### config.mk
export PLATFORM = sky130hd
export DESIGN_NAME = bitwise_result_packer_flat
export DESIGN_NICKNAME = d
export VERILOG_FILES = /design/src/rtl/bitwise_result_packer_pkg.sv /design/src/rtl/bitwise_result_packer_if.sv /design/src/rtl/bitwise_result_packer_fifo.sv /design/src/rtl/bitwise_result_packer.sv /design/src/flat_wrapper.sv
export SDC_FILE = /design/constraint.sdc
export NUM_CORES = 1
export LEC_CHECK = 0
export BUFFER_PORTS_ARGS = -buffer_cell sky130_fd_sc_hd__buf_2
export CAP_MARGIN = 40
export CORE_ASPECT_RATIO = 1.2
export CORE_MARGIN = 2
export CORE_UTILIZATION = 55
export DETAILED_ROUTE_END_ITERATION = 7
export HOLD_SLACK_MARGIN = 0.12
export PLACE_DENSITY_LB_ADDON = 0.2
export SYNTH_ARGS = -nofsm -noshare
export SYNTH_HDL_FRONTEND = slang
export SYNTH_SLANG_ARGS = --single-unit
### constraint.sdc
create_clock -name clk -period 2.4 [get_ports clk]
set_input_delay 0.12 -clock clk [delete_from_list [all_inputs] [get_ports clk]]
set_output_delay 0.12 -clock clk [all_outputs]
set_load 0.02 [all_outputs]
### src/rtl/bitwise_result_packer_pkg.sv
`default_nettype none
// ============================================================================
//  Module   : bitwise_pack_pkg
//  Purpose  : Shared field indices, FSM encoding and record layout for the
//             bitwise result packer.
//  Revision : 1.0
// ============================================================================
package bitwise_pack_pkg;

  localparam int OR_IDX     = 0;
  localparam int AND_IDX    = 1;
  localparam int XOR_IDX    = 2;
  localparam int NUM_FIELDS = 3;
  localparam int DEF_W      = 8;

  localparam logic [NUM_FIELDS-1:0] FULL_MASK = 3'b111;

  typedef enum logic [1:0] {
    IDLE    = 2'd0,
    COLLECT = 2'd1,
    STALL   = 2'd2
  } state_e;

  // Record layout at the default field width; wider builds use the same
  // ordering as a flat vector of rec_width(W) bits.
  typedef struct packed {
    logic [NUM_FIELDS-1:0] mask;
    logic [DEF_W-1:0]      xor_f;
    logic [DEF_W-1:0]      and_f;
    logic [DEF_W-1:0]      or_f;
  } rec_t;

  function automatic int rec_width(input int w);
    return NUM_FIELDS + NUM_FIELDS * w;
  endfunction

  function automatic logic [1:0] strobe_count(input logic [NUM_FIELDS-1:0] v);
    return {1'b0, v[OR_IDX]} + {1'b0, v[AND_IDX]} + {1'b0, v[XOR_IDX]};
  endfunction

endpackage
`default_nettype wire

### src/rtl/bitwise_result_packer_if.sv
`default_nettype none
// ============================================================================
//  Module   : bitwise_result_packer_if
//  Purpose  : Field strobes in, packed record valid/ready out, drop counter.
//  Revision : 1.0
// ============================================================================
interface bitwise_result_packer_if
  import bitwise_pack_pkg::*;
#(
  parameter int W     = 8,
  parameter int CNT_W = 8
);

  logic                  or_vld;
  logic [W-1:0]          or_data;
  logic                  and_vld;
  logic [W-1:0]          and_data;
  logic                  xor_vld;
  logic [W-1:0]          xor_data;
  logic                  in_ready;
  logic                  out_valid;
  logic                  out_ready;
  logic [3*W-1:0]        out_data;
  logic [NUM_FIELDS-1:0] out_mask;
  logic [CNT_W-1:0]      drop_cnt;

  // Upstream/consumer side
  modport master (
    output or_vld, or_data, and_vld, and_data, xor_vld, xor_data, out_ready,
    input  in_ready, out_valid, out_data, out_mask, drop_cnt
  );

  // Packer side
  modport slave (
    input  or_vld, or_data, and_vld, and_data, xor_vld, xor_data, out_ready,
    output in_ready, out_valid, out_data, out_mask, drop_cnt
  );

endinterface
`default_nettype wire

### src/rtl/bitwise_result_packer_fifo.sv
`default_nettype none
// ============================================================================
//  Module   : bitwise_pack_fifo
//  Purpose  : Two-entry register FIFO; push while full is accepted when a
//             pop happens on the same edge.
//  Revision : 1.0
// ============================================================================
module bitwise_pack_fifo #(
  parameter int DW = 27
) (
  input  wire logic          clk,
  input  wire logic          rst_n,
  input  wire logic          push_i,
  input  wire logic [DW-1:0] push_data_i,
  input  wire logic          pop_i,
  output logic               full_o,
  output logic               empty_o,
  output logic [DW-1:0]      head_o
);

  logic [DW-1:0] mem_q [2];
  logic          wr_ptr_q;
  logic          rd_ptr_q;
  logic [1:0]    count_q;
  logic          w_do_push;
  logic          w_do_pop;

  assign full_o    = (count_q == 2'd2);
  assign empty_o   = (count_q == 2'd0);
  assign head_o    = mem_q[rd_ptr_q];
  assign w_do_pop  = pop_i && !empty_o;
  assign w_do_push = push_i && (!full_o || w_do_pop);

  always_ff @(posedge clk or negedge rst_n) begin
    if (!rst_n) begin
      mem_q[0] <= '0;
      mem_q[1] <= '0;
      wr_ptr_q <= 1'b0;
      rd_ptr_q <= 1'b0;
      count_q  <= 2'd0;
    end else begin
      if (w_do_push) begin
        mem_q[wr_ptr_q] <= push_data_i;
        wr_ptr_q        <= ~wr_ptr_q;
      end
      if (w_do_pop) begin
        rd_ptr_q <= ~rd_ptr_q;
      end
      case ({w_do_push, w_do_pop})
        2'b10:   count_q <= count_q + 2'd1;
        2'b01:   count_q <= count_q - 2'd1;
        default: count_q <= count_q;
      endcase
    end
  end

endmodule
`default_nettype wire

### src/rtl/bitwise_result_packer.sv
`default_nettype none
// ============================================================================
//  Module   : bitwise_result_packer
//  Purpose  : Gathers staggered OR/AND/XOR results into one record, flushes
//             partials on timeout or duplicate, buffers two records.
//  Revision : 1.0
// ============================================================================
module bitwise_result_packer
  import bitwise_pack_pkg::*;
#(
  parameter int W       = 8,
  parameter int TIMEOUT = 64,
  parameter int CNT_W   = 8
) (
  input wire logic               clk,
  input wire logic               rst_n,
  bitwise_result_packer_if.slave bus
);

  localparam int               REC_W    = rec_width(W);
  localparam int               TMR_W    = (TIMEOUT > 2) ? $clog2(TIMEOUT) : 1;
  localparam logic [TMR_W-1:0] TMR_LAST = TMR_W'(TIMEOUT - 1);

  state_e                state_q, state_d;
  logic [NUM_FIELDS-1:0] mask_q, mask_d;
  logic [3*W-1:0]        data_q, data_d;
  logic [TMR_W-1:0]      timer_q, timer_d;
  logic [CNT_W-1:0]      drop_cnt_q, drop_cnt_d;

  logic                  w_in_ready;
  logic [NUM_FIELDS-1:0] w_stb;
  logic [NUM_FIELDS-1:0] w_cap;
  logic [NUM_FIELDS-1:0] w_dup;
  logic [NUM_FIELDS-1:0] w_merged_mask;
  logic [3*W-1:0]        w_stb_data;
  logic [3*W-1:0]        w_merged_data;
  logic                  w_push;
  logic [REC_W-1:0]      w_push_rec;
  logic                  w_pop;
  logic                  w_full;
  logic                  w_empty;
  logic                  w_slot;
  logic [REC_W-1:0]      w_head;
  logic [1:0]            w_drop_n;
  logic [CNT_W:0]        w_drop_sum;

  assign w_stb         = {bus.xor_vld, bus.and_vld, bus.or_vld};
  assign w_stb_data    = {bus.xor_data, bus.and_data, bus.or_data};
  assign w_in_ready    = (state_q != STALL);
  assign w_cap         = w_in_ready ? w_stb : '0;
  assign w_dup         = w_cap & mask_q;
  assign w_merged_mask = mask_q | w_cap;
  assign w_pop         = !w_empty && bus.out_ready;
  // A pop on the same edge frees a slot even when the FIFO reads full.
  assign w_slot        = !w_full || w_pop;

  always_comb begin
    w_merged_data = data_q;
    for (int i = 0; i < NUM_FIELDS; i++) begin
      if (w_cap[i]) begin
        w_merged_data[i*W +: W] = w_stb_data[i*W +: W];
      end
    end
  end

  always_comb begin
    state_d    = state_q;
    mask_d     = mask_q;
    data_d     = data_q;
    timer_d    = timer_q;
    w_push     = 1'b0;
    w_push_rec = {mask_q, data_q};
    case (state_q)
      IDLE: begin
        if (w_cap != '0) begin
          mask_d  = w_cap;
          data_d  = w_merged_data;
          timer_d = '0;
          if (w_cap == FULL_MASK) begin
            w_push_rec = {FULL_MASK, w_merged_data};
            if (w_slot) begin
              w_push = 1'b1;
              mask_d = '0;
            end else begin
              state_d = STALL;
            end
          end else begin
            state_d = COLLECT;
          end
        end
      end
      COLLECT: begin
        if (w_dup != '0) begin
          // Flush the held record; the repeated field seeds a fresh one.
          if (w_slot) begin
            w_push  = 1'b1;
            mask_d  = w_cap;
            data_d  = w_merged_data;
            timer_d = '0;
          end else begin
            state_d = STALL;
          end
        end else if (w_merged_mask == FULL_MASK) begin
          w_push_rec = {FULL_MASK, w_merged_data};
          data_d     = w_merged_data;
          if (w_slot) begin
            w_push  = 1'b1;
            mask_d  = '0;
            state_d = IDLE;
          end else begin
            mask_d  = FULL_MASK;
            state_d = STALL;
          end
        end else if (w_cap != '0) begin
          mask_d  = w_merged_mask;
          data_d  = w_merged_data;
          timer_d = '0;
        end else if (timer_q == TMR_LAST) begin
          if (w_slot) begin
            w_push  = 1'b1;
            mask_d  = '0;
            state_d = IDLE;
          end else begin
            state_d = STALL;
          end
        end else begin
          timer_d = timer_q + 1'b1;
        end
      end
      STALL: begin
        if (w_slot) begin
          w_push  = 1'b1;
          mask_d  = '0;
          state_d = IDLE;
        end
      end
      default: begin
        state_d = IDLE;
        mask_d  = '0;
      end
    endcase
  end

  assign w_drop_n   = w_in_ready ? 2'd0 : strobe_count(w_stb);
  assign w_drop_sum = {1'b0, drop_cnt_q} + (CNT_W+1)'(w_drop_n);
  assign drop_cnt_d = w_drop_sum[CNT_W] ? '1 : w_drop_sum[CNT_W-1:0];

  always_ff @(posedge clk or negedge rst_n) begin
    if (!rst_n) begin
      state_q    <= IDLE;
      mask_q     <= '0;
      data_q     <= '0;
      timer_q    <= '0;
      drop_cnt_q <= '0;
    end else begin
      state_q    <= state_d;
      mask_q     <= mask_d;
      data_q     <= data_d;
      timer_q    <= timer_d;
      drop_cnt_q <= drop_cnt_d;
    end
  end

  bitwise_pack_fifo #(
    .DW (REC_W)
  ) u_fifo (
    .clk         (clk),
    .rst_n       (rst_n),
    .push_i      (w_push),
    .push_data_i (w_push_rec),
    .pop_i       (w_pop),
    .full_o      (w_full),
    .empty_o     (w_empty),
    .head_o      (w_head)
  );

  assign bus.in_ready  = w_in_ready;
  assign bus.out_valid = !w_empty;
  assign bus.out_data  = w_head[3*W-1:0];
  assign bus.out_mask  = w_head[REC_W-1 -: NUM_FIELDS];
  assign bus.drop_cnt  = drop_cnt_q;

endmodule
`default_nettype wire

### src/flat_wrapper.sv
// flat-port wrapper written by rule: the top's interface ports become plain ports
module bitwise_result_packer_flat import bitwise_pack_pkg::*;
#(
  parameter int W       = 8,
  parameter int TIMEOUT = 64,
  parameter int CNT_W   = 8
)
  (clk, rst_n, bus_or_vld, bus_or_data, bus_and_vld, bus_and_data, bus_xor_vld, bus_xor_data, bus_out_ready, bus_in_ready, bus_out_valid, bus_out_data, bus_out_mask, bus_drop_cnt);
  bitwise_result_packer_if #(.W(W), .CNT_W(CNT_W)) bus_i ();
  input wire logic clk;
  input wire logic rst_n;
  input wire logic [$bits(bus_i.or_vld)-1:0] bus_or_vld;
  input wire logic [$bits(bus_i.or_data)-1:0] bus_or_data;
  input wire logic [$bits(bus_i.and_vld)-1:0] bus_and_vld;
  input wire logic [$bits(bus_i.and_data)-1:0] bus_and_data;
  input wire logic [$bits(bus_i.xor_vld)-1:0] bus_xor_vld;
  input wire logic [$bits(bus_i.xor_data)-1:0] bus_xor_data;
  input wire logic [$bits(bus_i.out_ready)-1:0] bus_out_ready;
  output wire logic [$bits(bus_i.in_ready)-1:0] bus_in_ready;
  output wire logic [$bits(bus_i.out_valid)-1:0] bus_out_valid;
  output wire logic [$bits(bus_i.out_data)-1:0] bus_out_data;
  output wire logic [$bits(bus_i.out_mask)-1:0] bus_out_mask;
  output wire logic [$bits(bus_i.drop_cnt)-1:0] bus_drop_cnt;
  assign bus_i.or_vld = bus_or_vld;
  assign bus_i.or_data = bus_or_data;
  assign bus_i.and_vld = bus_and_vld;
  assign bus_i.and_data = bus_and_data;
  assign bus_i.xor_vld = bus_xor_vld;
  assign bus_i.xor_data = bus_xor_data;
  assign bus_i.out_ready = bus_out_ready;
  assign bus_in_ready = bus_i.in_ready;
  assign bus_out_valid = bus_i.out_valid;
  assign bus_out_data = bus_i.out_data;
  assign bus_out_mask = bus_i.out_mask;
  assign bus_drop_cnt = bus_i.drop_cnt;
  bitwise_result_packer #(.W(W), .TIMEOUT(TIMEOUT), .CNT_W(CNT_W)) u_core (.clk(clk), .rst_n(rst_n), .bus(bus_i));
endmodule
# Word-level counts from Yosys, hierarchy flattened
# Cells that the tools add are included.
[classes] add_sub_neg=6 order_cmp=3 n_eq_ne=17 mux=59 bitwise_logic=6 reduce_logical=18
[ops] cell="2-to-1 mux 27 bit" count=8
[ops] cell="2-to-1 mux 24 bit" count=4
[ops] cell="bitwise mux 54 bit" count=1
[ops] cell="one-hot mux 27 bit (2 select lines)" count=1
[ops] cell="one-hot mux 24 bit (2 select lines)" count=1
[ops] cell="2-to-1 mux 6 bit" count=6
[ops] cell="2-to-1 mux 3 bit" count=11
[ops] cell="2-to-1 mux 8 bit" count=4
[ops] cell="demux 27 bit (select 1 bit)" count=1
[ops] cell="2-to-1 mux 2 bit" count=10
[ops] cell="one-hot mux 6 bit (2 select lines)" count=1
[ops] cell="adder 8 x 2 -> 9 bit" count=1
[ops] cell="one-hot mux 3 bit (3 select lines)" count=1
[ops] cell="2-to-1 mux 1 bit" count=7
[ops] cell="adder 6 x 1 -> 6 bit (second input constant)" count=1
[ops] cell="equality test 2 bit (second input constant)" count=3
[ops] cell="equality test 3 bit (second input constant)" count=2
[ops] cell="equality test 6 bit (second input constant)" count=1
[ops] cell="inequality test 3 x 2 -> 1 bit (second input constant)" count=2
[ops] cell="one-hot mux 2 bit (3 select lines)" count=1
[ops] cell="nonzero test 3 bit" count=2
[ops] cell="inequality test 5 x 1 -> 1 bit (second input constant)" count=1
[ops] cell="AND reduction 5 bit" count=1
[ops] cell="equality test 2 x 1 -> 1 bit (second input constant)" count=2
[ops] cell="25 further kinds" count=36
[word_totals] regBits=101 inputBits=30 out_inout_bits=37 wordCells=119

# Logic depth before layout (Yosys ltp)
[logic_depth] depth_word=13 depth_mapped=10

# By module
# Synthesis repeated with hierarchy kept, for this count alone.
[unflattened] hier_cells=420 hier_area_um2=5332.6
[by_module_without_submodules] mod="bitwise_result_packer" instances=1 cells_per_inst=258 area_per_inst_um2=2682.6
[by_module_without_submodules] mod="bitwise_pack_fifo" instances=1 cells_per_inst=162 area_per_inst_um2=2650.0

# Least setup slack after synthesis
# Ideal clock, no wire load.
[synth_path] kind="flip-flop to flip-flop" start="register u_core.state_q[0]" end="register u_core.u_fifo.count_q[1]" arrival_time_ns=1.991 path_slack_ns=0.330 stages_incl_launch_ff=10 n_path_buf=1 synth_period_minus_slack_ns=2.070 path_cell_list="dfrtp_1 -> nor2b_1 -> buf_2 -> inv_2 -> a21oi_4 -> o32ai_4 -> o21ai_0 -> ha_1 -> nor2_1 -> xor2_1"
[synth_between] elab_chain_cells=10
[synth_lines] element="start: declaration" line="bitwise_result_packer.sv:24" source="state_e state_q, state_d;"
[synth_lines] element="start signal: assignment" line="bitwise_result_packer.sv:156" source="state_q <= state_d;"
[synth_lines] element="inequality test 2 bit (*)" line="bitwise_result_packer.sv:49" source="assign w_in_ready = (state_q != STALL);"
[synth_lines] element="named net bus_in_ready" line="flat_wrapper.sv:19" source="output wire logic [$bits(bus_i.in_ready)-1:0] bus_in_ready;"
[synth_lines] element="2-to-1 mux 3 bit (*)" line="bitwise_result_packer.sv:50" source="assign w_cap = w_in_ready ? w_stb : '0;"
[synth_lines] element="bitwise OR 3 bit / nonzero test 3 bit (equally long branches)" line="bitwise_result_packer.sv:52, bitwise_result_packer.sv:75, bitwise_result_packer.sv:114"
[synth_lines] element="equality test 3 bit / 2-to-1 mux 1 bit (equally long branches)" line="bitwise_result_packer.sv:103, bitwise_result_packer.sv:114"
[synth_lines] element="2-to-1 mux 1 bit" line="bitwise_result_packer.sv:103" source="end else if (w_merged_mask == FULL_MASK) begin"
[synth_lines] element="2-to-1 mux 1 bit" line="bitwise_result_packer.sv:93" source="if (w_dup != '0) begin"
[synth_lines] element="one-hot mux 1 bit (3 select lines) (*)" line="bitwise_result_packer.sv:73" source="case (state_q)"
[synth_lines] element="logical AND 1 bit (*)" line="bitwise_result_packer_fifo.sv:32" source="assign w_do_push = push_i && (!full_o || w_do_pop);"
[synth_lines] element="equality test 2 x 1 -> 1 bit / equality test 2 bit (equally long branches)" line="bitwise_result_packer_fifo.sv:49" source="case ({w_do_push, w_do_pop})"
[synth_lines] element="one-hot mux 2 bit (2 select lines) / nonzero test 2 bit (equally long branches)"
[synth_lines] element="end signal: assignment" line="bitwise_result_packer_fifo.sv:50" source="2'b10: count_q <= count_q + 2'd1;"
[synth_lines] element="end signal: assignment" line="bitwise_result_packer_fifo.sv:51" source="2'b01: count_q <= count_q - 2'd1;"
[synth_lines] element="end signal: assignment" line="bitwise_result_packer_fifo.sv:52" source="default: count_q <= count_q;"
[synth_lines] element="end: declaration" line="bitwise_result_packer_fifo.sv:24" source="logic [1:0] count_q;"
# The timed path passes the listed nets; every way through them passes the cells marked *.
# A chain may end at the register's enable or synchronous reset.

# Final worst setup path
[layout_path] start="register u_core.state_q[0]" end="register u_core.timer_q[5]"
[layout_between] elab_chain_cells=7
[layout_lines] element="inequality test 2 bit" line="bitwise_result_packer.sv:49"
[layout_lines] element="2-to-1 mux 3 bit" line="bitwise_result_packer.sv:50"
[layout_lines] element="nonzero test 3 bit" line="bitwise_result_packer.sv:75, bitwise_result_packer.sv:114"
[layout_lines] element="2-to-1 mux 6 bit" line="bitwise_result_packer.sv:114" source="end else if (w_cap != '0) begin"
[layout_lines] element="2-to-1 mux 6 bit" line="bitwise_result_packer.sv:103"
[layout_lines] element="2-to-1 mux 6 bit" line="bitwise_result_packer.sv:93"
[layout_lines] element="one-hot mux 6 bit (2 select lines)" line="bitwise_result_packer.sv:73"
[layout_lines] element="end signal: assignment" line="bitwise_result_packer.sv:159" source="timer_q <= timer_d;"
[layout_lines] element="end: declaration" line="bitwise_result_packer.sv:27" source="logic [TMR_W-1:0] timer_q, timer_d;"
# Parallel ways exist; a longest one is shown, timed or not. The select of a mux whose other input is x is not followed.

==> impl_metrics.csv <==
group,metric,value,unit
grt,grt_pass1_wl,18.3,mm
floorplanning,row_count,38,
clocking,cts_buffers,9,
worst_setup_path,rr_worst_depth,8,
yosys,yosys_warnings,0,
sta,worst_pin_slew,0.526,ns
sta,setup_tns,0,ns
power_and_ir_drop,peakVddDrop,0.565,mV
clocking,cts_tree,"done",
floorplanning,die_area,9900,um^2
worst_setup_path,path_buf_inv,2,
drt,drt-wirelength-per-cell,15.8,um
worst_setup_path,critical_path.max_fanout,9,
floorplanning,die_w,91.2,um
clocking,clockRootBuffer,"clkbuf_8",
worst_setup_path,r2r_slack,0.17,ns
place,place_congestion,0.799,
drt,postRouteAntennaNets,0,
drt,drt-pass1-iter-count,4,
sta,skew,0.0117,ns
drt,via_count,3746,
sta,slew_headroom,64.5,%
sta,finalSetupViolCount,0,
clocking,clock_latency,0.38,ns
worst_setup_path,critPathSlowestCell,"dfrtp_1",
power_and_ir_drop,power_density,1330,nW/um^2
floorplanning,die_y,109,um
worst_setup_path,worstPathRequired,2.68,ns
worst_setup_path,cp_top_family,"compound AO/OA/AOI/OAI gates",
worst_setup_path,worstPathCellList,"nor2b_2 -> inv_2 -> a21oi_4 -> o32ai_4 -> buf_4 -> o21a_2 -> or2_2 -> o41ai_2",
drt,drtIter0Drc,207,
drt,vias_per_cell,5.49,
worst_setup_path,timing.rr.start,"u_core.state_q[0]",
worst_setup_path,crit_start,"u_core.state_q[0]",
worst_setup_path,end_kind,"flop",
worst_setup_path,path_class,"flop to flop",
worst_setup_path,worstPathArrival,2.52,ns
hold_path,holdPathStages,3,
worst_setup_path,worstSetupStartpointType,"flop",
sta,holdWs,0.192,ns
clocking,clk_pin_slew,0.10,ns
status,status,"finished, final reports clean",
finish,layout.nets,593,
hold_path,min_to,"u_core.state_q[1]",
power_and_ir_drop,cellLeakagePower,2.83,nW
place,dp_cells,638,
worst_setup_path,max_stage_delay,0.41,ns
grt,gr-total-overflow,0,
grt,grt_pass1_vias,3770,
clocking,clock_path_buffers,2,
yosys,syn_area,5010,um^2
yosys,ys.flop_type,"dfrtp_1",
finish,antenna_cells,0,
worst_setup_path,rr_endpoint,"u_core.timer_q[5]",
yosys,synthesis.nets,495,
yosys,synth_top_area_share,50.4,%
yosys,synth_edf_count,0,
place,dp_hpwl,7.26,mm
finish,stdcell_count,682,
sta,final_max_slew_viol_count,0,
floorplanning,start_util,56.1,%
yosys,synthArstFlopShare,100,%
drt,drc_errors,0,
yosys,synthCells,459,
hold_path,min_from,"bus_out_ready",
drt,wl,10.8,mm
clocking,cts.sinks,101,
grt,grt_antenna_before_repair,0,
floorplanning,core,8940,um^2
clocking,cts_max_level,3,
finish,area_growth,20.0,%
finish,drive_gt1_share,31.9,%
hold_path,hold_class,"primary input to flop",
yosys,yosysTopAreaCell,"dfrtp_1",
yosys,ys_ff_latch,101,
sta,fmax,448,MHz
sta,hold_viol_final,0,
yosys,yosysSeqAreaShare,50.4,%
sta,fin_crit,2.23,ns
place,io_buffers,66,
yosys,synth_cell_types,57,
flow_run,maxCapViolCount,0,
yosys,syn-mean-instance-area,10.9,um^2
grt,grtUsageTotal,23.5,%
grt,grt_max_degree,55,
floorplanning,ioPinCount,67,
sta,fin_crit_sh,93.1,%
yosys,synth_area_leaders,"dfrtp_1 (50%), mux2_2 (11%), mux2i_1 (5.2%)",
-- tightest hold or removal path, cell delays in order --
cell and delay (ns):
buf_2 0.09, or3b_2 0.22, a211oi_1 0.09
-- state kept, by name, indices dropped and copies added, names as in the netlist --
name and flops:
u_core.u_fifo.mem_q 54, u_core.u_fifo.rd_ptr_q 1, u_core.u_fifo.count_q 2, u_core.timer_q 6, u_core.u_fifo.wr_ptr_q 1, u_core.data_q 24, u_core.mask_q 3, u_core.bus.drop_cnt 8
u_core.state_q 2
-- where the power goes --
part	internal [W]	switching (W)	leakage, nW
clock network	0.000541	0.000597	0.110
registers	0.00239	0.000416	1.21
logic	0.00171	0.00233	1.51
-- cells in the mapped netlist (3+ instances only) --
master / instances
o22ai_1: 3
clkbuf_1: 9
mux2i_1: 26
xnor2_1: 4
dfrtp_1: 101
and3_1: 3
nor2_1: 43
ha_1: 4
mux2_2: 51
or2_2: 3
a21oi_1: 32
and2_1: 3
o21ai_0: 39
a31oi_4: 3
buf_6: 5
nor3_1: 4
nand3_1: 8
nand2_1: 50
buf_2: 7
a31oi_1: 4
xor2_1: 5
nand2_2: 3
inv_1: 7
-- kinds of logic after synthesis --
group | count (synthesis) | share of synthesized area, %
AND/OR/NAND/NOR | 130 | 11.7
buffers and inverters | 32 | 3.39
multiplexers | 77 | 16.6
adder cells (fa/ha/maj) | 6 | 1.80
flip-flops | 101 | 50.4
AO/OA/AOI/OAI | 104 | 14.5
XOR/XNOR | 9 | 1.57
-- metrics by stage --
stage	power (W)	instance area [um^2]	setup slack (ns)	util [%]
finish	0.00799	6020	0.166	67.3
global route	0.00860	6020	-0.0817	67.3
CTS	0.00800	5990	0.137	67.0
detailed placement	0.00682	5530	0.0306	61.9
global placement	0.00670	5530	0.136	61.9
floorplan	0.00567	5010	0.330	-
-- how the worst max path moves through the flow --
stage	cells after the start	endpoint
finish	8	u_core.timer_q[5]
global route	7	u_core.mask_q[1]
CTS	8	u_core.u_fifo.count_q[1]
detailed placement	7	u_core.u_fifo.count_q[1]
global placement	7	u_core.u_fifo.count_q[1]
floorplan	9	u_core.u_fifo.count_q[1]
-- cell usage in the layout (no fill, tap or decap), types with 7 or more instances in the layout --
master,Yosys,final
nor2_1,43,43
dlygate4sd3_1,0,25
dfrtp_1,101,101
nand2_1,50,50
o21ai_0,39,38
clkbuf_8,0,11
buf_4,1,18
nand3_1,8,8
buf_2,7,65
mux2i_1,26,26
inv_1,7,7
a21oi_1,32,32
mux2_2,51,51
-- final cells by class --
class | instances | area [um^2]
fill | 722 | 2920
inverter | 8 | 30.0
clock inverter | 5 | 57.6
sequential | 101 | 2530
multi-input combinational | 326 | 2330
timing repair buffer | 111 | 771
tap | 120 | 150
clock buffer | 11 | 151
-- timing repair --
| action | 4_1_cts | 5_1_grt |
|---|---|---|
| setup endpoints to repair | 1 | 3 |
| resized for setup | 1 | 1 |
| hold endpoints to repair | 109 | 0 |
| setup buffers | 0 | 3 |
| pin swaps | 0 | 2 |
| hold buffers | 25 | 0 |
-- per-layer routing --
metal | share of wire (%) | vias to the layer above | global-route usage, %
met5 | 0 | - | 0
met4 | 2.1 | 0 | 9.31
met3 | 4.6 | 20 | 4.95
met2 | 48 | 92 | 37.8
met1 | 45 | 1823 | 31.6
li1 | - | 1811 | -
No activity file was read; power rests on OpenSTA's default activity.
